===== src/rtl/muldiv_pkg.sv =====
// muldiv_pkg: shared opcodes, FSM state codes and sizing helper
// for the iterative HI/LO multiply/divide unit.
package muldiv_pkg;

    typedef logic [2:0] mdOp_t;

    localparam mdOp_t OP_MULT  = 3'b000;
    localparam mdOp_t OP_MULTU = 3'b001;
    localparam mdOp_t OP_DIV   = 3'b010;
    localparam mdOp_t OP_DIVU  = 3'b011;
    localparam mdOp_t OP_MFHI  = 3'b100;
    localparam mdOp_t OP_MFLO  = 3'b101;
    localparam mdOp_t OP_MTHI  = 3'b110;
    localparam mdOp_t OP_MTLO  = 3'b111;

    localparam logic [1:0] S_IDLE = 2'd0;
    localparam logic [1:0] S_MUL  = 2'd1;
    localparam logic [1:0] S_DIV  = 2'd2;
    localparam logic [1:0] S_FIX  = 2'd3;

    function automatic int clog2(input int value);
        int r;
        int v;
        r = 0;
        v = value - 1;
        while (v > 0) begin
            r++;
            v = v >> 1;
        end
        return r;
    endfunction

endpackage


===== src/rtl/ex_muldiv_if.sv =====
// ex_muldiv_if: request/response bundle between the EX-stage
// issue logic (master) and the multiply/divide unit (slave).
interface ex_muldiv_if #(
    parameter int WIDTH = 32
);

    logic             flush;
    logic             AnyStall;
    logic             MdVal_ID;
    logic [2:0]       MdOp_ID;
    logic [WIDTH-1:0] SrcA_ID;
    logic [WIDTH-1:0] SrcB_ID;
    logic             MdStall_EXM1;
    logic             Busy_EX;
    logic [WIDTH-1:0] HiLoRd_EX;
    logic             HiLoRdVal_EX;

    modport master (
        output flush,
        output AnyStall,
        output MdVal_ID,
        output MdOp_ID,
        output SrcA_ID,
        output SrcB_ID,
        input  MdStall_EXM1,
        input  Busy_EX,
        input  HiLoRd_EX,
        input  HiLoRdVal_EX
    );

    modport slave (
        input  flush,
        input  AnyStall,
        input  MdVal_ID,
        input  MdOp_ID,
        input  SrcA_ID,
        input  SrcB_ID,
        output MdStall_EXM1,
        output Busy_EX,
        output HiLoRd_EX,
        output HiLoRdVal_EX
    );

endinterface


===== src/rtl/muldiv_div_step.sv =====
// muldiv_div_step: one combinational restoring-divide step producing
// the next partial remainder and one quotient bit.
module muldiv_div_step #(
    parameter int WIDTH = 32
) (
    input  logic [WIDTH-1:0] remIn,
    input  logic             bitIn,
    input  logic [WIDTH-1:0] divisor,
    output logic [WIDTH-1:0] remOut,
    output logic             qBit
);

    logic [WIDTH:0] part;
    logic [WIDTH:0] diff;

    // With a zero divisor the compare always succeeds and the remainder
    // simply shifts the dividend through, leaving it intact at the end.
    always_comb begin
        part   = {remIn, bitIn};
        diff   = part - {1'b0, divisor};
        qBit   = (part >= {1'b0, divisor});
        remOut = qBit ? diff[WIDTH-1:0] : part[WIDTH-1:0];
    end

endmodule


===== src/rtl/ex_muldiv.sv =====
// ex_muldiv: iterative HI/LO multiply/divide unit beside the EX ALU.
// Define MULDIV_DIV_EN to build the divider; else DIV/DIVU are no-ops.
module ex_muldiv
    import muldiv_pkg::*;
#(
    parameter int WIDTH          = 32,
    parameter int MUL_RADIX_BITS = 1
) (
    input logic        clk,
    input logic        reset,
    ex_muldiv_if.slave md
);

    localparam int R         = MUL_RADIX_BITS;
    localparam int MUL_ITERS = WIDTH / R;
    localparam int CNT_W     = clog2(WIDTH);
    localparam logic [CNT_W-1:0] MUL_LAST = CNT_W'(MUL_ITERS - 1);
    localparam logic [CNT_W-1:0] CNT_ONE  = CNT_W'(1);

    logic [1:0]         state;
    logic [CNT_W-1:0]   cnt;
    logic [WIDTH-1:0]   hi;
    logic [WIDTH-1:0]   lo;
    logic [WIDTH-1:0]   accHi;
    logic [WIDTH-1:0]   accLo;
    logic [WIDTH-1:0]   opM;
    logic               negRes;
    logic [WIDTH-1:0]   hiLoRd;
    logic               hiLoRdVal;

    logic [2:0]         op;
    logic               busy;
    logic               accept;
    logic               isSigned;
    logic               signA;
    logic               signB;
    logic [WIDTH-1:0]   magA;
    logic [WIDTH-1:0]   magB;
    logic [WIDTH+R-1:0] mulAdd;
    logic [WIDTH+R-1:0] mulSum;
    logic [2*WIDTH-1:0] prod;
    logic [2*WIDTH-1:0] prodFix;

    assign op     = md.MdOp_ID;
    assign busy   = (state != S_IDLE);
    assign accept = md.MdVal_ID & ~md.flush & ~md.AnyStall & ~busy;

    assign md.MdStall_EXM1 = md.MdVal_ID & ~md.flush & busy;
    assign md.Busy_EX      = busy;
    assign md.HiLoRd_EX    = hiLoRd;
    assign md.HiLoRdVal_EX = hiLoRdVal;

    assign isSigned = (op == OP_MULT) | (op == OP_DIV);
    assign signA    = isSigned & md.SrcA_ID[WIDTH-1];
    assign signB    = isSigned & md.SrcB_ID[WIDTH-1];
    assign magA     = signA ? -md.SrcA_ID : md.SrcA_ID;
    assign magB     = signB ? -md.SrcB_ID : md.SrcB_ID;

    // Multiplier bits sit in accLo and retire from the bottom, R per cycle.
    always_comb begin
        mulAdd = '0;
        for (int i = 0; i < R; i++) begin
            if (accLo[i]) begin
                mulAdd = mulAdd + ({{R{1'b0}}, opM} << i);
            end
        end
        mulSum = {{R{1'b0}}, accHi} + mulAdd;
    end

    assign prod    = {accHi, accLo};
    assign prodFix = negRes ? -prod : prod;

`ifdef MULDIV_DIV_EN
    localparam logic [CNT_W-1:0] DIV_LAST = CNT_W'(WIDTH - 1);

    logic             isDiv;
    logic             negRem;
    logic             divZero;
    logic [WIDTH-1:0] divRem;
    logic             divQ;
    logic [WIDTH-1:0] quoFix;
    logic [WIDTH-1:0] remFix;

    muldiv_div_step #(
        .WIDTH(WIDTH)
    ) uDivStep (
        .remIn  (accHi),
        .bitIn  (accLo[WIDTH-1]),
        .divisor(opM),
        .remOut (divRem),
        .qBit   (divQ)
    );

    // Remainder of a zero divide is |SrcA|; the sign fix restores SrcA.
    assign quoFix = divZero ? '1 : (negRes ? -accLo : accLo);
    assign remFix = negRem ? -accHi : accHi;
`endif

    always_ff @(posedge clk) begin
        if (reset) begin
            state     <= S_IDLE;
            cnt       <= '0;
            hi        <= '0;
            lo        <= '0;
            accHi     <= '0;
            accLo     <= '0;
            opM       <= '0;
            negRes    <= 1'b0;
            hiLoRd    <= '0;
            hiLoRdVal <= 1'b0;
`ifdef MULDIV_DIV_EN
            isDiv     <= 1'b0;
            negRem    <= 1'b0;
            divZero   <= 1'b0;
`endif
        end else begin
            hiLoRdVal <= 1'b0;
            case (state)
                S_IDLE: begin
                    if (accept) begin
                        case (op)
                            OP_MULT, OP_MULTU: begin
                                state  <= S_MUL;
                                cnt    <= '0;
                                accHi  <= '0;
                                accLo  <= magB;
                                opM    <= magA;
                                negRes <= signA ^ signB;
`ifdef MULDIV_DIV_EN
                                isDiv  <= 1'b0;
`endif
                            end
`ifdef MULDIV_DIV_EN
                            OP_DIV, OP_DIVU: begin
                                state   <= S_DIV;
                                cnt     <= '0;
                                accHi   <= '0;
                                accLo   <= magA;
                                opM     <= magB;
                                negRes  <= signA ^ signB;
                                negRem  <= signA;
                                divZero <= (md.SrcB_ID == '0);
                                isDiv   <= 1'b1;
                            end
`endif
                            OP_MFHI: begin
                                hiLoRd    <= hi;
                                hiLoRdVal <= 1'b1;
                            end
                            OP_MFLO: begin
                                hiLoRd    <= lo;
                                hiLoRdVal <= 1'b1;
                            end
                            OP_MTHI: hi <= md.SrcA_ID;
                            OP_MTLO: lo <= md.SrcA_ID;
                            default: ;
                        endcase
                    end
                end
                S_MUL: begin
                    accHi <= mulSum[WIDTH+R-1:R];
                    accLo <= {mulSum[R-1:0], accLo[WIDTH-1:R]};
                    cnt   <= cnt + CNT_ONE;
                    if (cnt == MUL_LAST) begin
                        cnt   <= '0;
                        state <= S_FIX;
                    end
                end
`ifdef MULDIV_DIV_EN
                S_DIV: begin
                    accHi <= divRem;
                    accLo <= {accLo[WIDTH-2:0], divQ};
                    cnt   <= cnt + CNT_ONE;
                    if (cnt == DIV_LAST) begin
                        cnt   <= '0;
                        state <= S_FIX;
                    end
                end
                S_FIX: begin
                    if (isDiv) begin
                        hi <= remFix;
                        lo <= quoFix;
                    end else begin
                        hi <= prodFix[2*WIDTH-1:WIDTH];
                        lo <= prodFix[WIDTH-1:0];
                    end
                    state <= S_IDLE;
                end
`else
                S_FIX: begin
                    hi    <= prodFix[2*WIDTH-1:WIDTH];
                    lo    <= prodFix[WIDTH-1:0];
                    state <= S_IDLE;
                end
`endif
                default: state <= S_IDLE;
            endcase
        end
    end

endmodule


===== src/flat_wrapper.sv =====
// flat-port wrapper written by rule: the top's interface ports become plain ports
module ex_muldiv_flat import muldiv_pkg::*;
#(
    parameter int WIDTH          = 32,
    parameter int MUL_RADIX_BITS = 1
)
  (clk, reset, md_flush, md_AnyStall, md_MdVal_ID, md_MdOp_ID, md_SrcA_ID, md_SrcB_ID, md_MdStall_EXM1, md_Busy_EX, md_HiLoRd_EX, md_HiLoRdVal_EX);
  ex_muldiv_if #(.WIDTH(WIDTH)) md_i ();
  input logic clk;
  input logic reset;
  input wire logic [$bits(md_i.flush)-1:0] md_flush;
  input wire logic [$bits(md_i.AnyStall)-1:0] md_AnyStall;
  input wire logic [$bits(md_i.MdVal_ID)-1:0] md_MdVal_ID;
  input wire logic [$bits(md_i.MdOp_ID)-1:0] md_MdOp_ID;
  input wire logic [$bits(md_i.SrcA_ID)-1:0] md_SrcA_ID;
  input wire logic [$bits(md_i.SrcB_ID)-1:0] md_SrcB_ID;
  output wire logic [$bits(md_i.MdStall_EXM1)-1:0] md_MdStall_EXM1;
  output wire logic [$bits(md_i.Busy_EX)-1:0] md_Busy_EX;
  output wire logic [$bits(md_i.HiLoRd_EX)-1:0] md_HiLoRd_EX;
  output wire logic [$bits(md_i.HiLoRdVal_EX)-1:0] md_HiLoRdVal_EX;
  assign md_i.flush = md_flush;
  assign md_i.AnyStall = md_AnyStall;
  assign md_i.MdVal_ID = md_MdVal_ID;
  assign md_i.MdOp_ID = md_MdOp_ID;
  assign md_i.SrcA_ID = md_SrcA_ID;
  assign md_i.SrcB_ID = md_SrcB_ID;
  assign md_MdStall_EXM1 = md_i.MdStall_EXM1;
  assign md_Busy_EX = md_i.Busy_EX;
  assign md_HiLoRd_EX = md_i.HiLoRd_EX;
  assign md_HiLoRdVal_EX = md_i.HiLoRdVal_EX;
  ex_muldiv #(.WIDTH(WIDTH), .MUL_RADIX_BITS(MUL_RADIX_BITS)) u_core (.clk(clk), .reset(reset), .md(md_i));
endmodule

===== config.mk =====
export PLATFORM = sky130hd
export DESIGN_NAME = ex_muldiv_flat
export DESIGN_NICKNAME = d
export VERILOG_FILES = /design/src/rtl/muldiv_pkg.sv /design/src/rtl/ex_muldiv_if.sv /design/src/rtl/muldiv_div_step.sv /design/src/rtl/ex_muldiv.sv /design/src/flat_wrapper.sv
export SDC_FILE = /design/constraint.sdc
export NUM_CORES = 1
export LEC_CHECK = 0
export CORE_MARGIN = 2
export CORE_UTILIZATION = 45
export CTS_BUF_LIST = sky130_fd_sc_hd__clkbuf_8
export CTS_CLUSTER_DIAMETER = 60
export DETAILED_ROUTE_END_ITERATION = 8
export SYNTH_ARGS = -nofsm -noshare
export SYNTH_HDL_FRONTEND = slang
export SYNTH_SLANG_ARGS = --single-unit

===== constraint.sdc =====
create_clock -name clk -period 3.3 [get_ports clk]
set_input_delay 0.66 -clock clk [delete_from_list [all_inputs] [get_ports clk]]
set_output_delay 0.66 -clock clk [all_outputs]
set_load 0.005 [all_outputs]

==> qor.yml <==
power:
  ir_drop_uv: 245
  pwr-share-comb_pct: 12.5
  p_seq_share_pct: 44.6
  clkPwrFrac_pct: 42.9
  intPower_mw: 4.02
  power_density_nw_per_um2: 364
  total_power_mw: 5.57
  swShare_pct: 27.8
  power.switching_mw: 1.55
  leakagePower_nw: 5.99
global_route:
  grt_overflow: 0
  grt_pass1_wl_um: 66300
  grt_usage_pct: 29.0
  grt_pass1_vias: 11515
  antenna_found_initial: 1
  grt_max_degree: 68
job:
  max-cap-violations: 0
floorplan:
  die_w_um: 172
  die_area_um2: 29600
  start_util_pct: 45.7
  design.core.area_um2: 27800
  fp.dieH_um: 172
  rows: 61
  ioPinCount: 107
clock_network:
  cts_root_buffer: "clkbuf_8"
  clk_latency_ps: 540
  cts_resized: 0
  cts.sinks: 201
  cts_made_buffers: 38
  htreeDepth: 2
  cts.clk_slew.worst_paths_ps: 60
  cts_tree: "yes"
  post_cts_buffers: 0
  cts.path.max_buffers: 3
  cts.hold.buffers_added: 0
logic_synthesis:
  yosysTopAreaCell: "dfxtp_1"
  yosys-top-cells-area: "dfxtp_1 32%, a211oi_1 5.7%, mux2i_1 5.4%"
  ys_top_cells_by_count: "201 x dfxtp_1, 178 x nor2_1, 128 x nand2_1"
  synthFlopType: "dfxtp_1"
  syn_area_um2: 12700
  synth_nets: 1698
  ys_seq_area_share_pct: 31.7
  synth.avg_cell_area_um2: 7.99
  yosys.area.top_type_share_pct: 31.7
  async_flop_share_pct: 0
  yosysMostFrequentCell: "dfxtp_1"
  ys_seq_elements: 201
  yosys_warnings: 0
  yosysUniqueCellTypes: 74
  synth_edf_count: 0
  synthCells: 1588
routing:
  vias: 12542
  drc: 0
  drt_iter0_markers: 1034
  postRouteAntennaNets: 0
  wl_per_cell_um: 20.3
  via_per_inst: 5.91
  firstDrtPassIters: 5
  drt_wl_total_um: 43100
timing:
  setup_violations: 0
  setup_tns_ps: 0
  fmaxAchievable_mhz: 328
  finalHoldViolations: 0
  min_period_ps: 3050
  slew_headroom_pct: 19.0
  rsz0062_at_grt: "false"
  finClkSkew_ps: 11.8
  fin_crit_sh_pct: 92.5
  maxSlewViolCount: 0
  worst-slew-pin-transition_ps: 1210
  fin_ws_ps: 248
setup_path:
  reg2reg_to: "u_core.accHi[30]"
  path_class: "flip-flop to flip-flop"
  critPathCaptureType: "flip-flop"
  startpoint_type: "flip-flop"
  r2r-start: "u_core.accLo[0]"
  worstPathCellList: "buf_4 > buf_4 > and2_1 > ha_1 > nand4_1 > nor2_1 > nand4_1 > a21oi_1 > nor3_1 > buf_4 > or4_1 > nand3_1"
  r2r_slack_ps: 250
  cp.arrival_ps: 3530
  slowest_delay_ps: 440
  cp_common_cell: "buf_4"
  critPathSlowestCell: "ha_1"
  reg2reg_depth: 12
  crit_family: "simple AND/OR/NAND/NOR gates"
  cp.required_ps: 3780
  crit_buf_inv: 3
  critPathMaxFanout: 14
placement:
  dp_hpwl_um: 32500
  dp_slack_ps: 59.0
  numPortBuffers: 106
  place.gp.congestion: 0.970
min_path:
  hp-start: "u_core.opM[29]"
  hold_class: "flip-flop to flip-flop"
  hold_depth: 2
  hold_path_end: "u_core.opM[29]"
cells_and_area:
  drive_gt1_share_pct: 10.3
  final_core_util_pct: 55.0
  area_growth_pct: 20.4
  final_nets: 1829
status:
  status: "complete, no violations"
[placed cells by master, fill, tap and decap left out, types with 68 or more instances in the layout]
cell type and instances:
a211oi_1 96, a21oi_1 119, buf_4 89, clkdlybuf4s50_1 105
dfxtp_1 200, mux2i_1 68, nand2_1 127, nor2_1 174
o21ai_0 79, xnor2_1 74
[power groups by stage]
stage / combinational, mW / clock, mW / sequential, mW
global placement: 0.683 / 0 / 2.54
global route: 0.744 / 2.55 / 2.49
floorplan: 0.345 / 0 / 2.53
finish: 0.697 / 2.39 / 2.48
detailed placement: 0.684 / 0 / 2.54
CTS: 0.687 / 2.43 / 2.48
[registers in the layout, indices dropped and copies added, names as in the netlist]
name / count
u_core.accHi: 32
u_core.accLo: 32
u_core.cnt: 5
u_core.hi: 32
u_core.lo: 32
u_core.md.HiLoRdVal_EX: 1
u_core.md.HiLoRd_EX: 32
u_core.negRes: 1
u_core.opM: 32
u_core.state: 2
[worst reg2reg max path, delay by kind of cell (launching register included)]
family,cells,cell delay (ps)
compound gates,1,240
flops,1,310
fa+ha+maj,1,440
buf+inv,3,530
simple gates,7,1480
[kinds of logic after synthesis]
kind of cell	count (synthesis)	synth area share (%)
and+or+nand+nor	542	20.9
AOI/OAI and AO/OA	470	24.3
DFF	201	31.7
xor gates and xnor gates	135	9.32
buffers and inverters	134	4.58
muxes	68	5.36
adders and majority gates	38	3.81
[worst max-delay path by stage]
| stage | start | end | slack [ps] | cells after the start |
|---|---|---|---|---|
| 2_1_floorplan | u_core.accLo[0] | u_core.accHi[27] | 510 | 11 |
| 3_3_place_gp | md_SrcA_ID[12] | u_core.opM[28] | 70 | 9 |
| 3_5_place_dp | md_SrcB_ID[16] | u_core.accLo[30] | 60 | 8 |
| 4_1_cts | u_core.accLo[0] | u_core.accHi[30] | 320 | 12 |
| 5_1_grt | u_core.accLo[0] | u_core.accHi[30] | 80 | 12 |
| 6_report | u_core.accLo[0] | u_core.accHi[30] | 250 | 12 |
[layer usage]
metal  vias up  share of wire [%]  GRT usage [%]
li1       6100                  -              -
met1      5906                 45           40.4
met2       462                 44           45.1
met3        74                7.5           5.22
met4         0                3.0           9.97
met5         -                  0              0
[cell type report]
cell class | count | area [um^2]
clock inverter | 20 | 125
clock buffer | 43 | 592
sequential | 201 | 4030
timing repair buffer | 200 | 1840
antenna | 1 | 2.50
tap | 378 | 473
inverter | 25 | 93.8
fill | 2709 | 12500
multi-input combinational | 1253 | 8120
[through the flow]
step	cell area [um^2]	cells	hold slack, ps
floorplan	12700	1588	427
global placement	14600	2057	437
detailed placement	14600	2057	443
CTS	15300	2120	451
global route	15300	2120	474
finish	15300	2121	450
No activity file was read; power rests on OpenSTA's default activity.
